### src/rtl/async_fifo_package.sv
// async_fifo_package: shared pointer type, writer count and Gray-code helpers for the async FIFO
package async_fifo_package;

    localparam int NUM_WRITERS    = 2;
    localparam int ADDR_WIDTH_DEF = 4;

    typedef logic [ADDR_WIDTH_DEF:0] ptr_t;

    // Works for any width up to 32 when the unused upper bits are zero
    function automatic logic [31:0] bin2gray(input logic [31:0] b);
        return b ^ (b >> 1);
    endfunction

    // Upper zero bits leave the low-order result unaffected, so any width up to 32 works
    function automatic logic [31:0] gray2bin(input logic [31:0] g);
        logic [31:0] b;
        b[31] = g[31];
        for (int i = 30; i >= 0; i--) b[i] = b[i+1] ^ g[i];
        return b;
    endfunction

endpackage

### src/rtl/sync_2ff.sv
// sync_2ff: two-flop synchronizer for a Gray-coded bus crossing clock domains
module sync_2ff #(
    parameter int WIDTH = 1
) (
    input  logic             clk,
    input  logic             rst,
    input  logic [WIDTH-1:0] d,
    output logic [WIDTH-1:0] q
);

    logic [WIDTH-1:0] meta;

    // Two-stage shift into the local domain, cleared asynchronously
    always_ff @(posedge clk or posedge rst)
        if (rst) {q, meta} <= '0;
        else     {q, meta} <= {meta, d};

endmodule

### src/rtl/fifo_wr_ctrl.sv
// fifo_wr_ctrl: write-side async FIFO controller with round-robin arbitration and full/count flags
module fifo_wr_ctrl
    import async_fifo_package::*;
#(
    parameter int DATA_WIDTH   = 8,
    parameter int ADDR_WIDTH   = 4,
    parameter int AFULL_THRESH = 12
) (
    input  logic                   clk,
    input  logic                   rst,
    input  logic [NUM_WRITERS-1:0] wr_req,
    input  logic [DATA_WIDTH-1:0]  wr_data0,
    input  logic [DATA_WIDTH-1:0]  wr_data1,
    output logic [NUM_WRITERS-1:0] wr_gnt,
    input  logic [ADDR_WIDTH:0]    rptr_gray,
    output logic                   mem_we,
    output logic [ADDR_WIDTH-1:0]  mem_waddr,
    output logic [DATA_WIDTH-1:0]  mem_wdata,
    output logic [ADDR_WIDTH:0]    wptr_gray,
    output logic                   full,
    output logic                   almost_full,
    output logic [ADDR_WIDTH:0]    wr_count
);

    localparam int PW = ADDR_WIDTH + 1;
    // Inverts the top two bits of the read pointer; covers ADDR_WIDTH=1 where both bits flip
    localparam logic [ADDR_WIDTH:0] FULL_MASK = PW'(3) << (ADDR_WIDTH - 1);

    logic [ADDR_WIDTH:0] wbin, wbin_next, wgray_next, rptr_sync, rbin_sync, fill;
    logic                last_gnt;
    logic                gnt_one;

    sync_2ff #(.WIDTH(PW)) u_rptr_sync (
        .clk (clk),
        .rst (~rst),
        .d   (rptr_gray),
        .q   (rptr_sync)
    );

    // Round-robin pick: a lone requester wins, contention goes to the one not served last
    always_comb begin
        gnt_one = (wr_req == 2'b11) ? ~last_gnt : wr_req[1];
        wr_gnt  = (rst && !full && |wr_req) ? (gnt_one ? 2'b10 : 2'b01) : 2'b00;
    end

    assign mem_we     = |wr_gnt;
    assign mem_waddr  = wbin[ADDR_WIDTH-1:0];
    assign mem_wdata  = wr_gnt[1] ? wr_data1 : wr_data0;
    assign wbin_next  = wbin + PW'(mem_we);
    assign wgray_next = PW'(bin2gray(32'(wbin_next)));
    assign rbin_sync  = PW'(gray2bin(32'(rptr_sync)));
    assign fill       = wbin_next - rbin_sync;

    // Pointer, flag and grant-history registers; flags look ahead at the post-write pointer
    always_ff @(posedge clk or negedge rst)
        if (!rst) begin
            wbin        <= '0;
            wptr_gray   <= '0;
            full        <= 1'b0;
            almost_full <= 1'b0;
            wr_count    <= '0;
            last_gnt    <= 1'b1;
        end else begin
            wbin        <= wbin_next;
            wptr_gray   <= wgray_next;
            full        <= wgray_next == (rptr_sync ^ FULL_MASK);
            almost_full <= 32'(fill) >= AFULL_THRESH;
            wr_count    <= fill;
            if (mem_we) last_gnt <= wr_gnt[1];
        end

endmodule

### config.mk
export PLATFORM = sky130hd
export DESIGN_NAME = fifo_wr_ctrl
export DESIGN_NICKNAME = d
export VERILOG_FILES = /design/src/rtl/async_fifo_package.sv /design/src/rtl/sync_2ff.sv /design/src/rtl/fifo_wr_ctrl.sv
export SDC_FILE = /design/constraint.sdc
export NUM_CORES = 1
export LEC_CHECK = 0
export BUFFER_PORTS_ARGS = -buffer_cell sky130_fd_sc_hd__buf_4
export CAP_MARGIN = 0
export CELL_PAD_IN_SITES_DETAIL_PLACEMENT = 0
export CELL_PAD_IN_SITES_GLOBAL_PLACEMENT = 1
export CORE_MARGIN = 2
export CORE_UTILIZATION = 36
export CTS_CLUSTER_SIZE = 30
export DETAILED_ROUTE_END_ITERATION = 6
export PLACE_DENSITY = 0.83
export RECOVER_POWER = 25
export SLEW_MARGIN = 5
export SYNTH_ARGS = -nofsm -noshare
export SYNTH_HDL_FRONTEND = slang
export SYNTH_SLANG_ARGS = --single-unit
### constraint.sdc
create_clock -name clk -period 2.8 [get_ports clk]
set_input_delay 0.28 -clock clk [delete_from_list [all_inputs] [get_ports clk]]
set_output_delay 0.28 -clock clk [all_outputs]
set_load 0.005 [all_outputs]
==> summary.txt, run 1 <==
Run status
  – Status: completed

Global route
  – Initial antenna violation count: 0
  – First-pass GRT wire length: between 4 and 5 mm
  – Largest net degree at the start of global routing: 28
  – Total track usage: 13.89%
  – GRT overflow: 0
  – Vias in the first global route: between 900 and 1k

Final layout
  – Final Util: between 50% and 60%
  – Fin nets: ~190
  – FF/Latch Area: just under 700 sq um
  – Diode count: 0
  – Fill count: between 300 and 400
  – Multi-input logic area: 573.1 sq um
  – Layout cells sized above 1: between 40% and 50%
  – Area Growth Syn to Fin: 42.00%

Clock network
  – TritonCTS clock tree: built
  – Sink count of the clock tree: 27
  – Maximum buffer depth of the clock tree: 2
  – H-tree depth: 1
  – CTS buffer count: 3
  – Root Buffer Master: clkbuf_4
  – Clk_lat worst skew: about 0.32 ns
  – Worst-path clk slew: between 0.1 and 0.15 ns

Routing
  – Iteration-0 DRC Markers: 19
  – WL per Instance: 13.22 um
  – Residual DRC: 0
  – Via count: a little over 900
  – WL final: 2.684 mm
  – Met1 WL: around 1.2 mm
  – Metal2 WL: 1.371 mm
  – Metal3 WL: roughly 99 um
  – Initial DRT Pass Iterations: 4
  – Via density: ~4.5
  – Antenna viol nets, final: 0
  – Top sig layer: met4

Floorplan
  – Num ports: 52
  – # rows: 21
  – Die W: 63.51 um
  – DIE HEIGHT: about 64 um
  – Starting Density: 37.91%
  – Core box area: around 3400 sq um
  – Die ar.: 4034 sq um

Synth
  – Sequential cell area fraction in the yosys report: 53.09%
  – Top_reg_cell synth: dfrtp_1
  – Area share of the largest cell type after synthesis: about half
  – Yosys reg bits: 27
  – Yosys warnings: 0
  – Cell Area, Synth: around 1300 sq um
  – Cell with the most instances after synthesis: dfrtp_1
  – Library cells used by synthesis: 31
  – Synth area leaders: dfrtp_1 (51%), mux2_2 (7.1%), xnor3_1 (5.3%)
  – Post-synth top cells: dfrtp_1 (26), inv_1 (12), mux2_2 (8)
  – Async set-or-reset flop fraction in the synthesized netlist: between 90% and 100%
  – Syn nets: about 130
  – Most area-hungry cell type in the Yosys netlist: dfrtp_1
  – EDFF count, synth: 0
  – Mapped Avg Cell Area: about 13 sq um
  – Cells after Synth: between 90 and 100

Worst setup path
  – Critical path peak fanout: 5
  – Cell mode on critical path: xnor2_1
  – Delay-heaviest family, CP: XOR/XNOR gates
  – Worst Path Arrival: 2.85 ns
  – Crit. End Element: flop
  – Worst Path Class, Setup: flop to flop
  – Critical path's largest stage delay: about 0.55 ns
  – CP bufs+invs: 0
  – CP max-delay cell: xor3_1
  – Worst endpoint required time: ~3 ns
  – Worst path cell trace: xor3_1 > xnor2_2 > xnor2_1 > ha_1 > fa_1 > xnor2_1 > xor2_1 > o311ai_2
  – Crit start category: flop

Placement
  – Setup WS pre-CTS: between 0.1 and 0.15 ns
  – Final estimated routing congestion in global placement: ~0.86
  – Port Buffers: 51
  – HPWL Detailed: 2.183 mm

STA
  – Clock skew: between 0.001 and 0.0015 ns
  – Worst-Margin Slew: between 1 and 1.5 ns
  – Endpoints failing hold: 0
  – Endpoints failing setup: 0
  – Setup TNS: 0 ns
  – Minimum clock period: between 2 and 3 ns
  – RSZ-0062 raised after global routing: false
  – Final cycle utilization of the critical path: a little over nine tenths
  – Max-Slew Margin vs Limit: roughly 7.3%
  – Slew Limit Fails: 0
  – Fmax: 376.4 MHz
  – Final worst setup slack: between 0.1 and 0.15 ns
  – Hold WS: 0.07893 ns

Power and ir drop
  – Lkg Pwr: between 0.9 and 1 nW
  – Peak supply drop: between 0.5 and 0.6 mV
  – PwrDens: slightly above 1000 nW/um^2

Worst hold path
  – Worst Hold Class: input pin to flop

Run
  – Maxcap violations: 0
==> stage by stage <==
stage / total power, mW / area, sq um / instances
floorplan: 1.218 / 1275 / 96
global placement: 1.614 / 1745 / 197
detailed placement: 1.645 / 1745 / 197
CTS: 1.814 / 1782 / 202
global route: 2.004 / 1810 / 203
finish: 1.837 / 1810 / 203
==> power breakdown <==
part,total [mW],switching (mW),internal (mW)
clock network,0.160,0.105,0.0558
logic,1.08,0.502,0.574
registers,0.600,0.0679,0.532
total,1.84,0.675,1.16
==> cell families (layout without fill, tap and decap cells) <==
| kind of cell | count (synthesis) | in the layout | synth area share, % |
|---|---|---|---|
| simple gates | 14 | 14 | 6.381 |
| xor+xnor | 18 | 18 | 17.37 |
| compound gates | 9 | 9 | 4.908 |
| flops | 27 | 27 | 53.09 |
| fa+ha+maj | 6 | 6 | 6.477 |
| buf+inv | 13 | 74 | 3.925 |
| mux | 9 | 9 | 7.851 |
==> layout by cell type (no fill, tap or decap), types with 2 or more instances in the layout <==
| master | count |
|---|---|
| dfrtp_1 | 26 |
| xnor3_1 | 3 |
| xnor2_2 | 2 |
| clkbuf_1 | 2 |
| buf_4 | 50 |
| ha_1 | 5 |
| inv_1 | 12 |
| clkbuf_4 | 8 |
| xor2_1 | 7 |
| nand3_1 | 2 |
| mux2_2 | 8 |
| nor2_1 | 2 |
| nand2_1 | 3 |
| a21oi_1 | 2 |
| xnor2_1 | 5 |
==> repair_timing <==
item | CTS | global route
gates resized for setup | 0 | 4
hold endpoints to repair | 26 | 0
setup endpoints to repair | 0 | 1
hold buffers | 1 | 0
setup buffers | 0 | 1
==> sequential cells by signal, indices dropped and copies added (netlist names) <==
name              flops
u_rptr_sync.meta      5
last_gnt              1
wr_count              5
u_rptr_sync.q         5
wbin                  5
wptr_gray             4
full                  1
almost_full           1
==> cell type report <==
| type | count | area share (%) |
|---|---|---|
| clock buffers | 4 | 1.451 |
| inverters | 13 | 2.764 |
| multi-input cells | 56 | 31.65 |
| flip-flops and latches | 27 | 37.39 |
| well taps | 46 | 3.179 |
| repair buffers | 57 | 23.57 |
==> worst paths after layout <==
kind | from | end | slack (ns) | cells after the start
min in group asynchronous | rst | u_rptr_sync.meta[3] | 0.92 | 3
setup reg to reg | u_rptr_sync.q[4] | almost_full | 0.14 | 8
hold / removal | rptr_gray[1] | u_rptr_sync.meta[1] | 0.08 | 1
max in group asynchronous | rst | full | 1.07 | 3
hold reg to reg | u_rptr_sync.meta[3] | u_rptr_sync.q[3] | 0.37 | 0
setup / recovery | u_rptr_sync.q[4] | almost_full | 0.14 | 8
==> routing by layer <==
| metal | vias to the layer above | track usage [%] |
|---|---|---|
| met5 | - | 0 |
| met4 | 0 | 4.076 |
| met3 | 5 | 2.679 |
| met2 | 15 | 22.50 |
| met1 | 458 | 18.92 |
| li1 | 441 | - |
Power figures use the tool's default switching activity.
==> run 2, diff against run 1 <==
CORE_UTILIZATION = 39   (was 36)
PLACE_DENSITY = 0.89   (was 0.83)
SYNTH_HIERARCHICAL = 1   (was default)
clock period = 3.4 ns   (was 2.8 ns; I/O delays follow)
==> run 2 against run 1 <==
Clock skew hardly changed. Synthesized cell count is 2.1% higher. Register-to-register slack better by 0.51 ns. Via count is 4.4% lower. Largest cell class unchanged. Power is 23% lower. Critical path type is now input pin to flop. Sequential cell count stayed put. Routed wire length is 9.2% lower. Die area is 6.4% lower. Highest routed layer unchanged. Critical endpoint unchanged. Count of clock-buffer cells in the layout is 1 lower.
==> summary.txt, run 2 <==
Run status
  – Status: completed

Floorplan
  – # rows: 20 (-4.8%)
  – Num ports: 52 (unchanged)
  – Starting Density: 41.45% (+3.5 points)
  – Die W: 61.43 um (-3.3%)
  – DIE HEIGHT: 61.43 um (-3.3%)
  – Core box area: 3103 sq um (-7.7%)
  – Die ar.: 3774 sq um (-6.4%)

Placement
  – HPWL Detailed: 2.015 mm (-7.7%)
  – Final estimated routing congestion in global placement: 0.7774 (-9.5%)
  – Port Buffers: 51 (unchanged)

Synth
  – Post-synth top cells: dfrtp_1 (26), inv_1 (13), mux2_2 (8)
  – Yosys reg bits: 27 (unchanged)
  – Area share of the largest cell type after synthesis: 50.58% (-0.45 points)
  – Most area-hungry cell type in the Yosys netlist: dfrtp_1
  – Yosys warnings: 6 (+6)
  – Synth area leaders: dfrtp_1 (51%), mux2_2 (7.0%), xnor3_1 (5.3%)
  – Cells after Synth: 98 (+2.1%)
  – Cell with the most instances after synthesis: dfrtp_1
  – Library cells used by synthesis: 30 (-3.2%)
  – EDFF count, synth: 0 (unchanged)
  – Mapped Avg Cell Area: 13.12 sq um (-1.2%)
  – Sequential cell area fraction in the yosys report: 52.63% (-0.46 points)
  – Syn nets: 129 (+1.6%)
  – Cell Area, Synth: 1286 sq um (+0.88%)
  – Top_reg_cell synth: dfrtp_1
  – Async set-or-reset flop fraction in the synthesized netlist: 100.0% (unchanged)

Worst setup path
  – Critical path peak fanout: 18 (+13)
  – Crit start category: input pin
  – Crit. End Element: flop
  – Worst Path Class, Setup: input pin to flop
  – Worst endpoint required time: 3.63 ns (+0.63 ns)
  – Worst Path Arrival: 3.40 ns (+0.55 ns)
  – R2R depth: 8 (unchanged)

Routing
  – WL per Instance: 12.30 um (-6.9%)
  – Iteration-0 DRC Markers: 8 (-11)
  – Via density: 4.439 (-1.9%)
  – Antenna viol nets, final: 0 (unchanged)
  – Residual DRC: 0 (unchanged)
  – WL final: 2.436 mm (-9.2%)
  – Via count: 879 (-4.4%)
  – Initial DRT Pass Iterations: 3 (-1)

Global route
  – GR Util met2: 24.92% (+2.4 points)
  – GRT overflow: 0 (unchanged)
  – Most Crowded Layer GR: met2
  – Initial antenna violation count: 0 (unchanged)
  – Vias in the first global route: 884 (-5.6%)
  – First-pass GRT wire length: 3.884 mm (-11%)
  – GR Util met1: 17.28% (-1.6 points)
  – Total track usage: 14.64% (+0.74 points)
  – Largest net degree at the start of global routing: 19 (-32%)
  – Grt met3 use: 4.622% (+1.9 points)

STA
  – Max-Slew Margin vs Limit: 76.33% (+69 points)
  – Fmax: 315.2 MHz
  – Clock skew: 0.001725 ns (+0.0003516 ns)
  – Endpoints failing hold: 0 (unchanged)
  – Slew Limit Fails: 0 (unchanged)
  – Worst-Margin Slew: 0.3546 ns (-1.035 ns)
  – Final cycle utilization of the critical path: ~93%
  – RSZ-0062 raised after global routing: false
  – Setup TNS: 0 ns (unchanged)
  – Minimum clock period: ~3.2 ns
  – Endpoints failing setup: 0 (unchanged)

Power and ir drop
  – Peak supply drop: 0.2990 mV (-44%)
  – PwrDens: 801.3 nW/um^2 (-21%)
  – Lkg Pwr: 0.9075 nW (-1.4%)
  – Total power: 1.412 mW (-23%)

Final layout
  – Area Growth Syn to Fin: 36.96%
  – Fin nets: 186 (-1.6%)
  – Most common cell after layout, fill and taps aside: buf_4
  – Most frequent cells in the layout: buf_4 (46), dfrtp_1 (26), inv_1 (13), mux2_2 (8), clkbuf_4 (8)
  – Layout cells sized above 1: 44.16% (-3.6 points)
  – Diode count: 0 (unchanged)
  – Final Util: 56.77% (+2.9 points)
  – Fill count: 287 (-6.2%)

Worst hold path
  – Worst Hold Class: input pin to flop
  – Hold Path Depth: 1 (unchanged)

Clock network
  – Hold bufs inserted after CTS: 1 (unchanged)
  – # resized after CTS: 0 (unchanged)
  – CTS buffer count: 3 (unchanged)
  – TritonCTS clock tree: built
  – Worst-path clk slew: 0.14 ns (about the same)
  – Clk_lat worst skew: 0.32 ns (about the same)
  – Sink count of the clock tree: 27 (unchanged)
  – Maximum buffer depth of the clock tree: 2 (unchanged)
  – H-tree depth: 1 (unchanged)
  – Total setup buffers inserted after CTS: 0 (unchanged)
  – Root Buffer Master: clkbuf_4

Run
  – Maxcap violations: 0 (unchanged)
run 2: cell types whose count changed after synthesis, sizes merged:
cell,change
inv,+1
nor2,+1
or3,+1
o211ai,-1
run 2: kinds of logic (layout without fill, tap and decap cells):
group / after synthesis / after routing / synth area share (%)
simple gates: 16 / 16 / 7.491
mux: 9 / 9 / 7.782
flops: 27 / 27 / 52.63
compound gates: 8 / 8 / 4.281
fa+ha+maj: 6 / 6 / 6.420
buf+inv: 14 / 70 / 4.183
xor+xnor: 18 / 18 / 17.22
run 2: routing by layer:
| metal | routed length (um) | vias to the layer above |
|---|---|---|
| li1 | - | 436 |
| met1 | 1040 | 417 |
| met2 | 1253 | 22 |
| met3 | 109 | 4 |
| met4 | 33 | 0 |
| met5 | 0 | - |
run 2: cell type report:
class,count,area [sq um],share of cell area (%)
Tap cell,44,55.05,3.125
Multi-Input combinational cell,57,555.5,31.53
Sequential cell,27,676.9,38.42
Timing Repair Buffer,52,392.9,22.30
Clock buffer,3,22.52,1.278
Clock inverter,1,5.005,0.2841
Inverter,14,53.80,3.054
run 2: worst max-delay path: stages:
cell	delay, ns
dlygate4sd3_1	0.53
buf_4	0.25
inv_1	0.08
or3_1	0.43
inv_1	0.12
ha_1	0.18
ha_1	0.29
inv_1	0.10
fa_1	0.49
xnor2_1	0.16
xor2_1	0.16
o311ai_1	0.28
run 2: through the flow:
stage,hold slack [ns],worst slack [ns],cell area (sq um),instances
CTS,0.09822,0.2148,1762,198
detailed placement,0.2157,0.4138,1724,193
global placement,0.2114,0.4901,1724,193
finish,0.1345,0.2274,1762,198
global route,0.1075,0.01657,1762,198
floorplan,0.04441,0.8807,1286,98
run 2: worst paths after layout:
check / start / endpoint / slack [ns]
worst max register to register: u_rptr_sync/q[4] / almost_full / 0.65
worst max-delay path: rst / almost_full / 0.23
min in group asynchronous: rst / wr_count[3] / 0.41
worst min register to register: u_rptr_sync/meta[4] / u_rptr_sync/q[4] / 0.36
max in group asynchronous: rst / u_rptr_sync/q[2] / 2.42
worst min-delay path: rptr_gray[0] / u_rptr_sync/meta[0] / 0.13
run 2: where the power goes:
part	leakage [nW]	total, mW	internal [mW]	switching [mW]
Sequential	0.317	0.495	0.438	0.0570
Combinational	0.573	0.782	0.421	0.361
Clock	0.0177	0.134	0.0441	0.0901
==> run 3, diff against run 2 <==
CORE_UTILIZATION = 30   (was 39)
PLACE_DENSITY = 0.72   (was 0.89)
==> run 3 against run 2 <==
Clock skew hardly changed. Routed wire length is 8.0% higher. Highest routed layer unchanged. Final area is 1.1% higher. Core utilization is 13 points lower. Via count is 5.1% higher. Hold slack worse by 0.040 ns. Count of clock-buffer cells in the layout is 1 higher.
==> summary.txt, run 3 (synthesized netlist as in run 2, its figures left out) <==
Routing
  – Residual DRC: 0 (unchanged)
  – Via density: 4.529 (+2.0%)
  – Via count: 924 (+5.1%)
  – Initial DRT Pass Iterations: 2 (-1)
  – WL final: 2.630 mm (+8.0%)
  – Iteration-0 DRC Markers: 27 (+19)
  – Antenna viol nets, final: 0 (unchanged)
  – WL per Instance: 12.89 um (+4.8%)

Floorplan
  – DIE HEIGHT: 69.48 um (+13%)
  – Die W: 69.48 um (+13%)
  – Core box area: 4058 sq um (+31%)
  – # rows: 23 (+15%)
  – Die ar.: 4827 sq um (+28%)
  – Starting Density: 31.70% (-9.8 points)
  – Num ports: 52 (unchanged)

Placement
  – Final estimated routing congestion in global placement: 0.8803 (+13%)
  – HPWL Detailed: 2.193 mm (+8.8%)
  – Port Buffers: 51 (unchanged)

Clock network
  – Worst-path clk slew: 0.08 ns (-0.06 ns)
  – Clk_lat worst skew: 0.26 ns (-0.06 ns)
  – H-tree depth: 1 (unchanged)
  – Hold bufs inserted after CTS: 0 (-1)
  – Sink count of the clock tree: 27 (unchanged)
  – Maximum buffer depth of the clock tree: 2 (unchanged)
  – # resized after CTS: 0 (unchanged)
  – Total setup buffers inserted after CTS: 0 (unchanged)
  – CTS buffer count: 3 (unchanged)
  – TritonCTS clock tree: built
  – Root Buffer Master: clkbuf_8

Worst setup path
  – Worst path cell trace: or3_1 > inv_1 > ha_1 > ha_1 > inv_1 > fa_1 > xnor2_1 > xor2_1 > o311ai_1
  – R2R Path Start: full
  – CP max-delay cell: fa_1
  – Worst Path Arrival: 2.91 ns (-0.49 ns)
  – Worst endpoint required time: 3.57 ns (-0.06 ns)
  – Critical path peak fanout: 7 (-11)
  – Crit. End Element: flop
  – Worst Path Class, Setup: flop to flop
  – Crit start category: flop
  – Crit path from: full
  – Critical path's largest stage delay: 0.49 ns (-0.04 ns)

Run status
  – Status: completed

Final layout
  – Fin nets: 186 (unchanged)
  – Diode count: 0 (unchanged)
  – Area Growth Syn to Fin: 38.42%
  – Final Util: 43.88% (-13 points)
  – Layout cells sized above 1: 43.51% (-0.65 points)
  – Most common cell after layout, fill and taps aside: buf_4
  – Most frequent cells in the layout: buf_4 (46), dfrtp_1 (26), inv_1 (13), mux2_2 (8), xor2_1 (7)

Worst hold path
  – Worst Hold Class: input pin to async pin

Power and ir drop
  – Peak supply drop: 0.2709 mV (-9.4%)
  – PwrDens: 824.4 nW/um^2 (+2.9%)
  – Total power: 1.468 mW (+4.0%)
  – Lkg Pwr: 0.9096 nW (+0.23%)

STA
  – Clock skew: 0.001447 ns (-0.0002783 ns)
  – Endpoints failing setup: 0 (unchanged)
  – Endpoints failing hold: 0 (unchanged)
  – Setup TNS: 0 ns (unchanged)
  – Fmax: 365.0 MHz (+16%)
  – RSZ-0062 raised after global routing: false
  – Final cycle utilization of the critical path: 80.59% (-13 points)
  – Minimum clock period: 2.740 ns (-0.4327 ns)
  – Worst-Margin Slew: 0.9247 ns (+0.5701 ns)
  – Max-Slew Margin vs Limit: 38.35% (-38 points)
  – Slew Limit Fails: 0 (unchanged)

Global route
  – GRT overflow: 0 (unchanged)
  – First-pass GRT wire length: 4.450 mm (+15%)
  – Initial antenna violation count: 0 (unchanged)
  – Vias in the first global route: 966 (+9.3%)
  – Total track usage: 11.64% (-3.0 points)
  – Largest net degree at the start of global routing: 18 (-1)

Run
  – Maxcap violations: 0 (unchanged)
## run 3: changes by cell type in the layout (fill, tap and decap cells not counted)
cell	before	now
clkbuf_1	0	2
clkbuf_4	8	5
clkinv_2	2	1
clkbuf_8	0	3
dlygate4sd3_1	1	0
## run 3: report_power, final
part | leakage [nW] | switching, mW | internal [mW]
logic | 0.570 | 0.375 | 0.422
registers | 0.317 | 0.0574 | 0.439
clock network | 0.0228 | 0.0906 | 0.0837
## run 3: area by class of cell
class | count | area, sq um
Multi-Input combinational cell | 57 | 555.5
Sequential cell | 27 | 676.9
Fill cell | 382 | 2277
Tap cell | 50 | 62.56
Clock buffer | 4 | 45.04
Inverter | 14 | 53.80
Timing Repair Buffer | 52 | 386.6
## run 3: worst paths after layout
path / end / slack (ns) / depth (start not counted)
worst max-delay path: almost_full / 0.66 / 9
worst min-delay path: u_rptr_sync/q[1] / 0.09 / 3
worst max register to register: almost_full / 0.66 / 9
worst min register to register: u_rptr_sync/q[1] / 0.35 / 0
max in group asynchronous: wptr_gray[2] / 2.54 / 2
min in group clk: u_rptr_sync/meta[2] / 0.18 / 1
## run 3: through the flow
step	setup WS [ns]	instances	instance area [sq um]	hold WS (ns)
floorplan	0.8807	98	1286	0.04441
global placement	0.6404	200	1739	0.3083
detailed placement	0.5765	200	1739	0.3163
CTS	0.6301	204	1784	0.01821
global route	0.4356	204	1780	0.1426
finish	0.6601	204	1780	0.09479
## run 3: worst max-delay path: cells and delay by family (launching register included)
family	cells	cell delay, ns
fa+ha+maj	3	0.96
simple gates	1	0.46
flops	1	0.40
xor+xnor	2	0.32
compound gates	1	0.27
buf+inv	2	0.22
## run 3: per-layer routing
layer	vias up	routed length (um)	share of wire (%)	global-route usage, %
li1	437	-	-	-
met1	443	1017	39	11.92
met2	42	1399	53	22.01
met3	2	195	7.4	3.779
met4	0	17	0.65	3.922
met5	-	0	0	0
